### config.mk
export PLATFORM = sky130hd
export DESIGN_NAME = n2_frf_ecc_chk_scrub_flat
export DESIGN_NICKNAME = d
export VERILOG_FILES = /design/src/rtl/n2_frf_ecc_pkg.sv /design/src/rtl/n2_frf_ecc_chk_scrub_if.sv /design/src/rtl/n2_frf_ecc_cor32.sv /design/src/rtl/n2_frf_ecc_chk_scrub.sv /design/src/flat_wrapper.sv
export SDC_FILE = /design/constraint.sdc
export NUM_CORES = 1
export LEC_CHECK = 0
export BUFFER_PORTS_ARGS = -buffer_cell sky130_fd_sc_hd__buf_2
export CORE_ASPECT_RATIO = 0.6
export CORE_MARGIN = 10
export CORE_UTILIZATION = 43
export DETAILED_ROUTE_END_ITERATION = 8
export HOLD_SLACK_MARGIN = 0.05
export PLACE_DENSITY = 0.65
export SLEW_MARGIN = 20
export SYNTH_ARGS = -nofsm -noshare
export SYNTH_HDL_FRONTEND = slang
export SYNTH_SLANG_ARGS = --single-unit
### constraint.sdc
create_clock -name l2clk -period 6.3 [get_ports l2clk]
set_input_delay 0.63 -clock l2clk [delete_from_list [all_inputs] [get_ports l2clk]]
set_output_delay 0.63 -clock l2clk [all_outputs]
set_load 0.02 [all_outputs]
### src/rtl/n2_frf_ecc_pkg.sv
// Shared constants, scrub FSM state and per-half SEC-DED helpers for the FRF read-path checker.
// Each 32b half uses a Hamming code over positions 1..38 plus an overall parity bit.
package n2_frf_ecc_pkg;

  localparam int unsigned DATA_W = 64;
  localparam int unsigned ECC_W  = 14;
  localparam int unsigned HALF_W = 32;
  localparam int unsigned HECC_W = 7;
  localparam int unsigned TID_W  = 3;
  localparam int unsigned ADDR_W = 5;

  typedef enum logic [1:0] {StIdle, StReq, StWait} scrub_st_e;

  typedef struct packed {
    logic              ue;
    logic              port;
    logic [TID_W-1:0]  tid;
    logic [ADDR_W-1:0] addr;
    logic [ECC_W-1:0]  syn;
  } err_log_t;

  // Data bits occupy the non-power-of-two positions 1..38, LSB first.
  function automatic logic [5:0] ham_syn32(input logic [HALF_W-1:0] d);
    logic [5:0] s;
    logic [5:0] k;
    s = '0;
    k = '0;
    for (int unsigned p = 1; p <= 38; p++) begin
      if ((p & (p - 1)) != 0) begin
        if (d[k[4:0]]) s = s ^ 6'(p);
        k = k + 6'd1;
      end
    end
    return s;
  endfunction

  // {overall parity, check bits[5:0]}
  function automatic logic [HECC_W-1:0] ecc_gen32(input logic [HALF_W-1:0] d);
    logic [5:0] c;
    c = ham_syn32(d);
    return {^{d, c}, c};
  endfunction

  // Returns {syn[6:0] = {parity error, hamming syndrome}, ce, ue}.
  function automatic logic [8:0] ecc_chk32(input logic [HALF_W-1:0] d,
                                           input logic [HECC_W-1:0] e);
    logic [5:0] s;
    logic       par;
    s   = ham_syn32(d) ^ e[5:0];
    par = ^{d, e};
    return {par, s, par, ~par & (s != 6'd0)};
  endfunction

endpackage

### src/rtl/n2_frf_ecc_chk_scrub_if.sv
// Bus bundle between the FRF read path, the FGU, the w2 write-port mux and the error logger.
// FRF_ECC_ERR_INJECT_EN adds the error-injection inputs.
interface n2_frf_ecc_chk_scrub_if;
  import n2_frf_ecc_pkg::*;

`ifdef FRF_ECC_ERR_INJECT_EN
  logic                    inj_en;
  logic                    inj_port;
  logic [DATA_W+ECC_W-1:0] inj_mask;
`endif
  logic [TID_W-1:0]  r_tid;
  logic              r1_valid;
  logic [ADDR_W-1:0] r1_addr;
  logic              r2_valid;
  logic [ADDR_W-1:0] r2_addr;
  logic [DATA_W-1:0] frf_r1_data;
  logic [ECC_W-1:0]  frf_r1_ecc;
  logic [DATA_W-1:0] frf_r2_data;
  logic [ECC_W-1:0]  frf_r2_ecc;
  logic [DATA_W-1:0] fgu_r1_data;
  logic [DATA_W-1:0] fgu_r2_data;
  logic [1:0]        fgu_rd_vld;
  logic              frf_stall;
  logic              scr_w_req;
  logic              scr_w_gnt;
  logic [TID_W-1:0]  scr_w_tid;
  logic [ADDR_W-1:0] scr_w_addr;
  logic [1:0]        scr_w_valid;
  logic [DATA_W-1:0] scr_w_data;
  logic [ECC_W-1:0]  scr_w_ecc;
  logic              err_vld;
  logic              err_ue;
  logic              err_port;
  logic [TID_W-1:0]  err_tid;
  logic [ADDR_W-1:0] err_addr;
  logic [ECC_W-1:0]  err_syn;
  logic              err_ovf;
  logic              err_ack;

  modport master (
`ifdef FRF_ECC_ERR_INJECT_EN
    output inj_en, inj_port, inj_mask,
`endif
    output r_tid, r1_valid, r1_addr, r2_valid, r2_addr,
    output frf_r1_data, frf_r1_ecc, frf_r2_data, frf_r2_ecc, scr_w_gnt, err_ack,
    input  fgu_r1_data, fgu_r2_data, fgu_rd_vld, frf_stall,
    input  scr_w_req, scr_w_tid, scr_w_addr, scr_w_valid, scr_w_data, scr_w_ecc,
    input  err_vld, err_ue, err_port, err_tid, err_addr, err_syn, err_ovf
  );

  modport slave (
`ifdef FRF_ECC_ERR_INJECT_EN
    input  inj_en, inj_port, inj_mask,
`endif
    input  r_tid, r1_valid, r1_addr, r2_valid, r2_addr,
    input  frf_r1_data, frf_r1_ecc, frf_r2_data, frf_r2_ecc, scr_w_gnt, err_ack,
    output fgu_r1_data, fgu_r2_data, fgu_rd_vld, frf_stall,
    output scr_w_req, scr_w_tid, scr_w_addr, scr_w_valid, scr_w_data, scr_w_ecc,
    output err_vld, err_ue, err_port, err_tid, err_addr, err_syn, err_ovf
  );

endinterface

### src/rtl/n2_frf_ecc_cor32.sv
// Combinational SEC-DED check and single-bit correction of one 32b half.
module n2_frf_ecc_cor32
  import n2_frf_ecc_pkg::*;
(
  input  logic [HALF_W-1:0] data_i,
  input  logic [HECC_W-1:0] ecc_i,
  output logic [HALF_W-1:0] data_o,
  output logic [HECC_W-1:0] syn_o,
  output logic              ce_o,
  output logic              ue_o
);

  logic [8:0] chk;
  logic [5:0] k;

  always_comb begin
    chk    = ecc_chk32(data_i, ecc_i);
    data_o = data_i;
    k      = '0;
    // A syndrome pointing at a check bit or the parity bit leaves the data untouched.
    for (int unsigned p = 1; p <= 38; p++) begin
      if ((p & (p - 1)) != 0) begin
        if (chk[1] && (chk[7:2] == 6'(p))) data_o[k[4:0]] = ~data_i[k[4:0]];
        k = k + 6'd1;
      end
    end
  end

  assign syn_o = chk[8:2];
  assign ce_o  = chk[1];
  assign ue_o  = chk[0];

endmodule

### src/rtl/n2_frf_ecc_chk_scrub.sv
// FRF read-path ECC checker, FGU delivery, error log and write-back scrub sequencer.
// FRF_ECC_ERR_INJECT_EN enables XOR error injection ahead of the checker.
module n2_frf_ecc_chk_scrub
  import n2_frf_ecc_pkg::*;
#(
  parameter int unsigned SCRUB_WAIT = 2
) (
  input logic                   l2clk,
  input logic                   reset,
  n2_frf_ecc_chk_scrub_if.slave bus
);

  localparam int unsigned CntW = (SCRUB_WAIT > 1) ? $clog2(SCRUB_WAIT) : 1;

  logic [1:0]             rd_vld_q;
  logic [1:0][ADDR_W-1:0] rd_addr_q;
  logic [TID_W-1:0]       rd_tid_q;
  logic [1:0][DATA_W-1:0] chk_data, cor_data, fgu_data_q;
  logic [1:0][ECC_W-1:0]  chk_ecc, syn;
  logic [1:0][1:0]        h_ce, h_ue;
  logic [1:0]             p_ce, p_ue, p_err, fgu_vld_q;

  always_ff @(posedge l2clk) begin
    if (reset) begin
      rd_vld_q  <= '0;
      rd_addr_q <= '0;
      rd_tid_q  <= '0;
    end else begin
      rd_vld_q  <= {bus.r2_valid, bus.r1_valid};
      rd_addr_q <= {bus.r2_addr, bus.r1_addr};
      rd_tid_q  <= bus.r_tid;
    end
  end

`ifdef FRF_ECC_ERR_INJECT_EN
  logic inj_done_q, inj_act;
  assign inj_act = bus.inj_en & ~inj_done_q;

  always_comb begin
    {chk_ecc[0], chk_data[0]} = {bus.frf_r1_ecc, bus.frf_r1_data};
    {chk_ecc[1], chk_data[1]} = {bus.frf_r2_ecc, bus.frf_r2_data};
    if (inj_act && bus.inj_port) begin
      {chk_ecc[1], chk_data[1]} = {bus.frf_r2_ecc, bus.frf_r2_data} ^ bus.inj_mask;
    end else if (inj_act) begin
      {chk_ecc[0], chk_data[0]} = {bus.frf_r1_ecc, bus.frf_r1_data} ^ bus.inj_mask;
    end
  end

  // One-shot: stays spent until inj_en is dropped.
  always_ff @(posedge l2clk) begin
    if (reset || !bus.inj_en)                   inj_done_q <= 1'b0;
    else if (inj_act && rd_vld_q[bus.inj_port]) inj_done_q <= 1'b1;
  end
`else
  assign chk_data = {bus.frf_r2_data, bus.frf_r1_data};
  assign chk_ecc  = {bus.frf_r2_ecc, bus.frf_r1_ecc};
`endif

  for (genvar p = 0; p < 2; p++) begin : g_port
    for (genvar h = 0; h < 2; h++) begin : g_half
      n2_frf_ecc_cor32 u_cor (
        .data_i (chk_data[p][h*HALF_W +: HALF_W]),
        .ecc_i  (chk_ecc[p][h*HECC_W +: HECC_W]),
        .data_o (cor_data[p][h*HALF_W +: HALF_W]),
        .syn_o  (syn[p][h*HECC_W +: HECC_W]),
        .ce_o   (h_ce[p][h]),
        .ue_o   (h_ue[p][h])
      );
    end
    assign p_ue[p] = rd_vld_q[p] & (|h_ue[p]);
    assign p_ce[p] = rd_vld_q[p] & ~(|h_ue[p]) & (|h_ce[p]);
  end
  assign p_err = p_ce | p_ue;

  always_ff @(posedge l2clk) begin
    if (reset) begin
      fgu_vld_q  <= '0;
      fgu_data_q <= '0;
    end else begin
      fgu_vld_q <= rd_vld_q & ~p_ue;
      for (int p = 0; p < 2; p++) begin
        if (rd_vld_q[p]) fgu_data_q[p] <= cor_data[p];
      end
    end
  end

  // Scrub sequencer; the buffer is only refilled from IDLE so it doubles as the empty flag.
  scrub_st_e         state_q, state_d;
  logic [CntW-1:0]   cnt_q, cnt_d;
  logic              scr_load, scr_sel, scr_req;
  logic [TID_W-1:0]  buf_tid_q;
  logic [ADDR_W-1:0] buf_addr_q;
  logic [DATA_W-1:0] buf_data_q;
  logic [ECC_W-1:0]  buf_ecc_q, scr_ecc_new;

  assign scr_sel     = ~p_ce[0];
  assign scr_ecc_new = {ecc_gen32(cor_data[scr_sel][DATA_W-1:HALF_W]),
                        ecc_gen32(cor_data[scr_sel][HALF_W-1:0])};

  always_comb begin
    state_d  = state_q;
    cnt_d    = cnt_q;
    scr_load = 1'b0;
    unique case (state_q)
      StIdle: begin
        if (|p_ce) begin
          scr_load = 1'b1;
          state_d  = StReq;
        end
      end
      StReq: begin
        if (bus.scr_w_gnt) begin
          state_d = StWait;
          cnt_d   = CntW'(SCRUB_WAIT - 1);
        end
      end
      StWait: begin
        if (cnt_q == '0) state_d = StIdle;
        else             cnt_d   = cnt_q - CntW'(1);
      end
      default: state_d = StIdle;
    endcase
  end

  always_ff @(posedge l2clk) begin
    if (reset) begin
      state_q    <= StIdle;
      cnt_q      <= '0;
      buf_tid_q  <= '0;
      buf_addr_q <= '0;
      buf_data_q <= '0;
      buf_ecc_q  <= '0;
    end else begin
      state_q <= state_d;
      cnt_q   <= cnt_d;
      if (scr_load) begin
        buf_tid_q  <= rd_tid_q;
        buf_addr_q <= rd_addr_q[scr_sel];
        buf_data_q <= cor_data[scr_sel];
        buf_ecc_q  <= scr_ecc_new;
      end
    end
  end

  // Error log: UE beats CE, then port 1 beats port 2; everything not captured is an overflow.
  err_log_t log_q, log_d;
  logic     log_vld_q, log_vld_d, ovf_q, ovf_d, esel;

  always_comb begin
    esel      = p_ue[0] ? 1'b0 : (p_ue[1] ? 1'b1 : ~p_ce[0]);
    log_vld_d = log_vld_q & ~bus.err_ack;
    ovf_d     = ovf_q & ~bus.err_ack;
    log_d     = bus.err_ack ? '0 : log_q;
    if (|p_err) begin
      if (!log_vld_q || bus.err_ack) begin
        log_vld_d = 1'b1;
        ovf_d     = &p_err;
        log_d     = '{ue: p_ue[esel], port: esel, tid: rd_tid_q, addr: rd_addr_q[esel],
                      syn: syn[esel]};
      end else begin
        ovf_d = 1'b1;
      end
    end
  end

  always_ff @(posedge l2clk) begin
    if (reset) begin
      log_q     <= '0;
      log_vld_q <= 1'b0;
      ovf_q     <= 1'b0;
    end else begin
      log_q     <= log_d;
      log_vld_q <= log_vld_d;
      ovf_q     <= ovf_d;
    end
  end

  assign scr_req         = (state_q == StReq);
  assign bus.frf_stall   = (state_q != StIdle);
  assign bus.scr_w_req   = scr_req;
  assign bus.scr_w_tid   = scr_req ? buf_tid_q : '0;
  assign bus.scr_w_addr  = scr_req ? buf_addr_q : '0;
  assign bus.scr_w_valid = {2{scr_req}};
  assign bus.scr_w_data  = scr_req ? buf_data_q : '0;
  assign bus.scr_w_ecc   = scr_req ? buf_ecc_q : '0;
  assign bus.fgu_r1_data = fgu_data_q[0];
  assign bus.fgu_r2_data = fgu_data_q[1];
  assign bus.fgu_rd_vld  = fgu_vld_q;
  assign bus.err_vld     = log_vld_q;
  assign bus.err_ue      = log_q.ue;
  assign bus.err_port    = log_q.port;
  assign bus.err_tid     = log_q.tid;
  assign bus.err_addr    = log_q.addr;
  assign bus.err_syn     = log_q.syn;
  assign bus.err_ovf     = ovf_q;

endmodule
### src/flat_wrapper.sv
// flat-port wrapper written by rule: the top's interface ports become plain ports
module n2_frf_ecc_chk_scrub_flat import n2_frf_ecc_pkg::*;
#(
  parameter int unsigned SCRUB_WAIT = 2
)
  (l2clk, reset, bus_r_tid, bus_r1_valid, bus_r1_addr, bus_r2_valid, bus_r2_addr, bus_frf_r1_data, bus_frf_r1_ecc, bus_frf_r2_data, bus_frf_r2_ecc, bus_scr_w_gnt, bus_err_ack, bus_fgu_r1_data, bus_fgu_r2_data, bus_fgu_rd_vld, bus_frf_stall, bus_scr_w_req, bus_scr_w_tid, bus_scr_w_addr, bus_scr_w_valid, bus_scr_w_data, bus_scr_w_ecc, bus_err_vld, bus_err_ue, bus_err_port, bus_err_tid, bus_err_addr, bus_err_syn, bus_err_ovf);
  n2_frf_ecc_chk_scrub_if bus_i ();
  input logic l2clk;
  input logic reset;
  input wire logic [$bits(bus_i.r_tid)-1:0] bus_r_tid;
  input wire logic [$bits(bus_i.r1_valid)-1:0] bus_r1_valid;
  input wire logic [$bits(bus_i.r1_addr)-1:0] bus_r1_addr;
  input wire logic [$bits(bus_i.r2_valid)-1:0] bus_r2_valid;
  input wire logic [$bits(bus_i.r2_addr)-1:0] bus_r2_addr;
  input wire logic [$bits(bus_i.frf_r1_data)-1:0] bus_frf_r1_data;
  input wire logic [$bits(bus_i.frf_r1_ecc)-1:0] bus_frf_r1_ecc;
  input wire logic [$bits(bus_i.frf_r2_data)-1:0] bus_frf_r2_data;
  input wire logic [$bits(bus_i.frf_r2_ecc)-1:0] bus_frf_r2_ecc;
  input wire logic [$bits(bus_i.scr_w_gnt)-1:0] bus_scr_w_gnt;
  input wire logic [$bits(bus_i.err_ack)-1:0] bus_err_ack;
  output wire logic [$bits(bus_i.fgu_r1_data)-1:0] bus_fgu_r1_data;
  output wire logic [$bits(bus_i.fgu_r2_data)-1:0] bus_fgu_r2_data;
  output wire logic [$bits(bus_i.fgu_rd_vld)-1:0] bus_fgu_rd_vld;
  output wire logic [$bits(bus_i.frf_stall)-1:0] bus_frf_stall;
  output wire logic [$bits(bus_i.scr_w_req)-1:0] bus_scr_w_req;
  output wire logic [$bits(bus_i.scr_w_tid)-1:0] bus_scr_w_tid;
  output wire logic [$bits(bus_i.scr_w_addr)-1:0] bus_scr_w_addr;
  output wire logic [$bits(bus_i.scr_w_valid)-1:0] bus_scr_w_valid;
  output wire logic [$bits(bus_i.scr_w_data)-1:0] bus_scr_w_data;
  output wire logic [$bits(bus_i.scr_w_ecc)-1:0] bus_scr_w_ecc;
  output wire logic [$bits(bus_i.err_vld)-1:0] bus_err_vld;
  output wire logic [$bits(bus_i.err_ue)-1:0] bus_err_ue;
  output wire logic [$bits(bus_i.err_port)-1:0] bus_err_port;
  output wire logic [$bits(bus_i.err_tid)-1:0] bus_err_tid;
  output wire logic [$bits(bus_i.err_addr)-1:0] bus_err_addr;
  output wire logic [$bits(bus_i.err_syn)-1:0] bus_err_syn;
  output wire logic [$bits(bus_i.err_ovf)-1:0] bus_err_ovf;
  assign bus_i.r_tid = bus_r_tid;
  assign bus_i.r1_valid = bus_r1_valid;
  assign bus_i.r1_addr = bus_r1_addr;
  assign bus_i.r2_valid = bus_r2_valid;
  assign bus_i.r2_addr = bus_r2_addr;
  assign bus_i.frf_r1_data = bus_frf_r1_data;
  assign bus_i.frf_r1_ecc = bus_frf_r1_ecc;
  assign bus_i.frf_r2_data = bus_frf_r2_data;
  assign bus_i.frf_r2_ecc = bus_frf_r2_ecc;
  assign bus_i.scr_w_gnt = bus_scr_w_gnt;
  assign bus_i.err_ack = bus_err_ack;
  assign bus_fgu_r1_data = bus_i.fgu_r1_data;
  assign bus_fgu_r2_data = bus_i.fgu_r2_data;
  assign bus_fgu_rd_vld = bus_i.fgu_rd_vld;
  assign bus_frf_stall = bus_i.frf_stall;
  assign bus_scr_w_req = bus_i.scr_w_req;
  assign bus_scr_w_tid = bus_i.scr_w_tid;
  assign bus_scr_w_addr = bus_i.scr_w_addr;
  assign bus_scr_w_valid = bus_i.scr_w_valid;
  assign bus_scr_w_data = bus_i.scr_w_data;
  assign bus_scr_w_ecc = bus_i.scr_w_ecc;
  assign bus_err_vld = bus_i.err_vld;
  assign bus_err_ue = bus_i.err_ue;
  assign bus_err_port = bus_i.err_port;
  assign bus_err_tid = bus_i.err_tid;
  assign bus_err_addr = bus_i.err_addr;
  assign bus_err_syn = bus_i.err_syn;
  assign bus_err_ovf = bus_i.err_ovf;
  n2_frf_ecc_chk_scrub #(.SCRUB_WAIT(SCRUB_WAIT)) u_core (.l2clk(l2clk), .reset(reset), .bus(bus_i));
endmodule
==> flow_summary.json <==
{
  "path_clk_slew_ps": 70,
  "clockBufferDepth": 3,
  "synth_fa_ha_area_share_pct": 0,
  "start_util_pct": 43.7,
  "synth.distinct_cells": 54,
  "dieHeight_um": 177,
  "place_area_um2": 20600,
  "coreArea_um2": 40600,
  "multiInputGateArea_um2": 12000,
  "viasPerCell": 5.44,
  "setup_viol": 0,
  "rsz0062_at_grt": "false",
  "path_buf_inv": 1,
  "cts_hold_buf": 0,
  "yosys_warnings": 0,
  "final_antenna_net_count": 0,
  "postSynthAreaPerCell_um2": 8.89,
  "slowest_delay_ps": 840,
  "path_max_fanout": 66,
  "crit_path_start": "bus_frf_r1_data[28]",
  "grt_pass1_vias": 15300,
  "gp_congestion": 1.05,
  "cts_tree": "built",
  "start_kind": "primary input",
  "crit_family": "XOR/XNOR gates",
  "slowest_stage": "mux2i_1",
  "period_share_pct": 87.8,
  "io_pins": 421,
  "reg2reg_from": "u_core.rd_vld_q[0]$_SDFF_PP0_",
  "design_area_um2": 21600,
  "maxCapViolations": 0,
  "fin_skew_ps": 14.2,
  "crit_top_cell": "xnor3_1",
  "synth_ff_type": "dfxtp_1",
  "h-tree-depth": 1,
  "cts_resized": 0,
  "yosys.area_share.simple_pct": 17.0,
  "synth.area.top_cells": "dfxtp_1 (29%), xnor2_1 (18%), xnor3_1 (7.6%)",
  "hold_viol": 0,
  "hold_class": "in -> reg",
  "grt_first_pass_wirelength_mm": 109,
  "yosys.cell_count.top_type": "xnor2_1",
  "wl_per_cell_um": 26.4,
  "synth_xor_area_share_pct": 33.1,
  "postCtsSetupBuffers": 0,
  "dr.pass1.iters": 5,
  "pwr_density_cell_nw_per_um2": 557,
  "worst_ep_required_time_ps": 6740,
  "crit_chain": "buf_2, xor2_2, xnor3_1, xor2_1, xnor2_2, nand2b_1, o41ai_1, a21o_2, nand2_8, mux2i_1, xor2_2, xnor3_1, xnor3_1, xnor2_1, xnor3_1, nand2_1, a21oi_1",
  "synth_top_family_by_area": "XOR/XNOR gates",
  "drv_slew": 0,
  "regArea_um2": 5210,
  "rows": 57,
  "syn_area_um2": 17700,
  "grt_antenna_before_repair": 2,
  "synth-compound-area-share_pct": 10.8,
  "drc_errors": 0,
  "area_growth_pct": 22.0,
  "dp_hpwl_mm": 64.0,
  "finalPower_mw": 12.0,
  "vias": 16000,
  "worst_pin_slew_ps": 1060,
  "synth_top_area_share_pct": 29.4,
  "port_buffers": 420,
  "wirelength_mm": 77.7,
  "final.fill_count": 3895,
  "track_usage_pct": 29.7,
  "muxShareOfSynthArea_pct": 6.56,
  "globalRoute.totalOverflow": 0,
  "path_class": "in -> reg",
  "synthesis.nets": 2167,
  "root_buffer": "clkbuf_16",
  "clock-sinks": 260,
  "setup_slack_ps": 768,
  "setup_tns_ps": 0,
  "die_w_um": 282,
  "endpoint_kind": "flip-flop",
  "post-place-ws_ps": 216,
  "power_leakage_nw": 9.42,
  "die_area_um2": 50000,
  "final.min_clock_period_ps": 5530,
  "yosysTopAreaCell": "dfxtp_1",
  "timing.fmax_mhz": 181,
  "synth_edf_count": 0,
  "cp.arrival_ps": 5970,
  "synth_seq_area_share_pct": 29.4,
  "grt_max_degree": 212,
  "dr.first_iter.drc_count": 1895,
  "cts_buffers": 27,
  "status": "complete, no violations",
  "clk_latency_ps": 570,
  "ys_seq_elements": 260,
  "final_nets": 2567,
  "ir_drop_mv": 0.325,
  "holdWs_ps": 279,
  "drive_gt1_share_pct": 24.9,
  "synth_cells": 1992,
  "antenna_cells": 0,
  "holdCritStartpoint": "bus_r2_addr[2]",
  "ys_top_cells_by_count": "xnor2_1 (364), dfxtp_1 (260), nor2_1 (259)",
  "slew_headroom_pct": 29.2,
  "async_flop_share_pct": 0
}
[routing by layer]
metal,up-vias,global-route usage (%),wire length [um]
met5,-,0,27
li1,7487,-,-
met4,4,4.86,1280
met3,73,10.6,9150
met1,7749,44.9,37200
met2,695,39.5,30100
[worst reg2reg max path, stage by stage, from the launching register on]
cell and delay [ps]:
dfxtp_4 830, nand2_8 550, mux2i_1 890, xor2_2 250, xnor3_1 370, xnor3_1 390
xnor2_1 200, xnor3_1 240, nand2_1 80, a21oi_1 60
[layout make-up]
class	instances	area share, %
well taps	531	3.08
clock inverters	15	1.15
inverters	6	0.104
repair buffers	493	12.5
clock buffers	35	3.45
flip-flops and latches	260	24.1
multi-input cells	1604	55.5
[registers in the layout (all words and copies together) (netlist names), 2 cells and up]
register / cells
u_core.bus.fgu_r1_data: 64
u_core.bus.err_tid: 3
u_core.state_q: 2
u_core.bus.err_addr: 5
u_core.rd_tid_q: 3
u_core.bus.fgu_r2_data: 64
u_core.bus.fgu_rd_vld: 2
u_core.rd_vld_q: 2
u_core.buf_ecc_q: 14
u_core.buf_addr_q: 5
u_core.buf_tid_q: 3
u_core.rd_addr_q: 10
u_core.buf_data_q: 64
u_core.bus.err_syn: 14
[stage by stage]
stage | util (%) | cells
final | 53.2 | 2944
after detailed placement | 50.8 | 2894
after global routing | 53.2 | 2944
after global placement | 50.8 | 2894
after CTS | 53.2 | 2944
after floorplan | - | 1992
[worst paths after layout]
path | endpoint | slack (ps) | cells past startpoint
max | u_core.buf_ecc_q[6]$_SDFFE_PP0P_ | 770 | 17
min reg2reg | u_core.buf_data_q[38]$_SDFFE_PP0P_ | 450 | 2
max reg2reg | u_core.buf_ecc_q[6]$_SDFFE_PP0P_ | 2320 | 9
min | u_core.rd_addr_q[7]$_SDFF_PP0_ | 280 | 2
[logic make-up after synthesis]
group,Yosys count
simple gates,664
xor+xnor,548
compound gates,284
flops,260
buf+inv,128
mux,108
[power breakdown]
part	leakage, nW	internal, mW	total (mW)	switching, mW
Clock	0.480	1.09	1.84	0.753
Combinational	6.81	3.23	7.95	4.72
Sequential	2.13	2.02	2.24	0.221
Total	9.42	6.34	12.0	5.69
[layout by cell type (no fill, tap or decap), types with 9 or more instances in the layout]
| cell type | n |
|---|---|
| nor3_1 | 46 |
| and2_1 | 92 |
| nor2_1 | 257 |
| nand4_1 | 14 |
| clkbuf_16 | 27 |
| xnor2_1 | 364 |
| buf_2 | 419 |
| nor2b_1 | 20 |
| buf_4 | 69 |
| xor2_1 | 102 |
| mux2i_1 | 88 |
| xnor3_1 | 60 |
| mux2i_2 | 9 |
| dfxtp_1 | 258 |
| nand3_1 | 14 |
| nand2b_1 | 10 |
| a211oi_1 | 136 |
| or2_2 | 15 |
| nand2_1 | 177 |
| a22oi_1 | 24 |
| a21oi_1 | 86 |
Note: power is estimated with default switching activity, not from simulation.
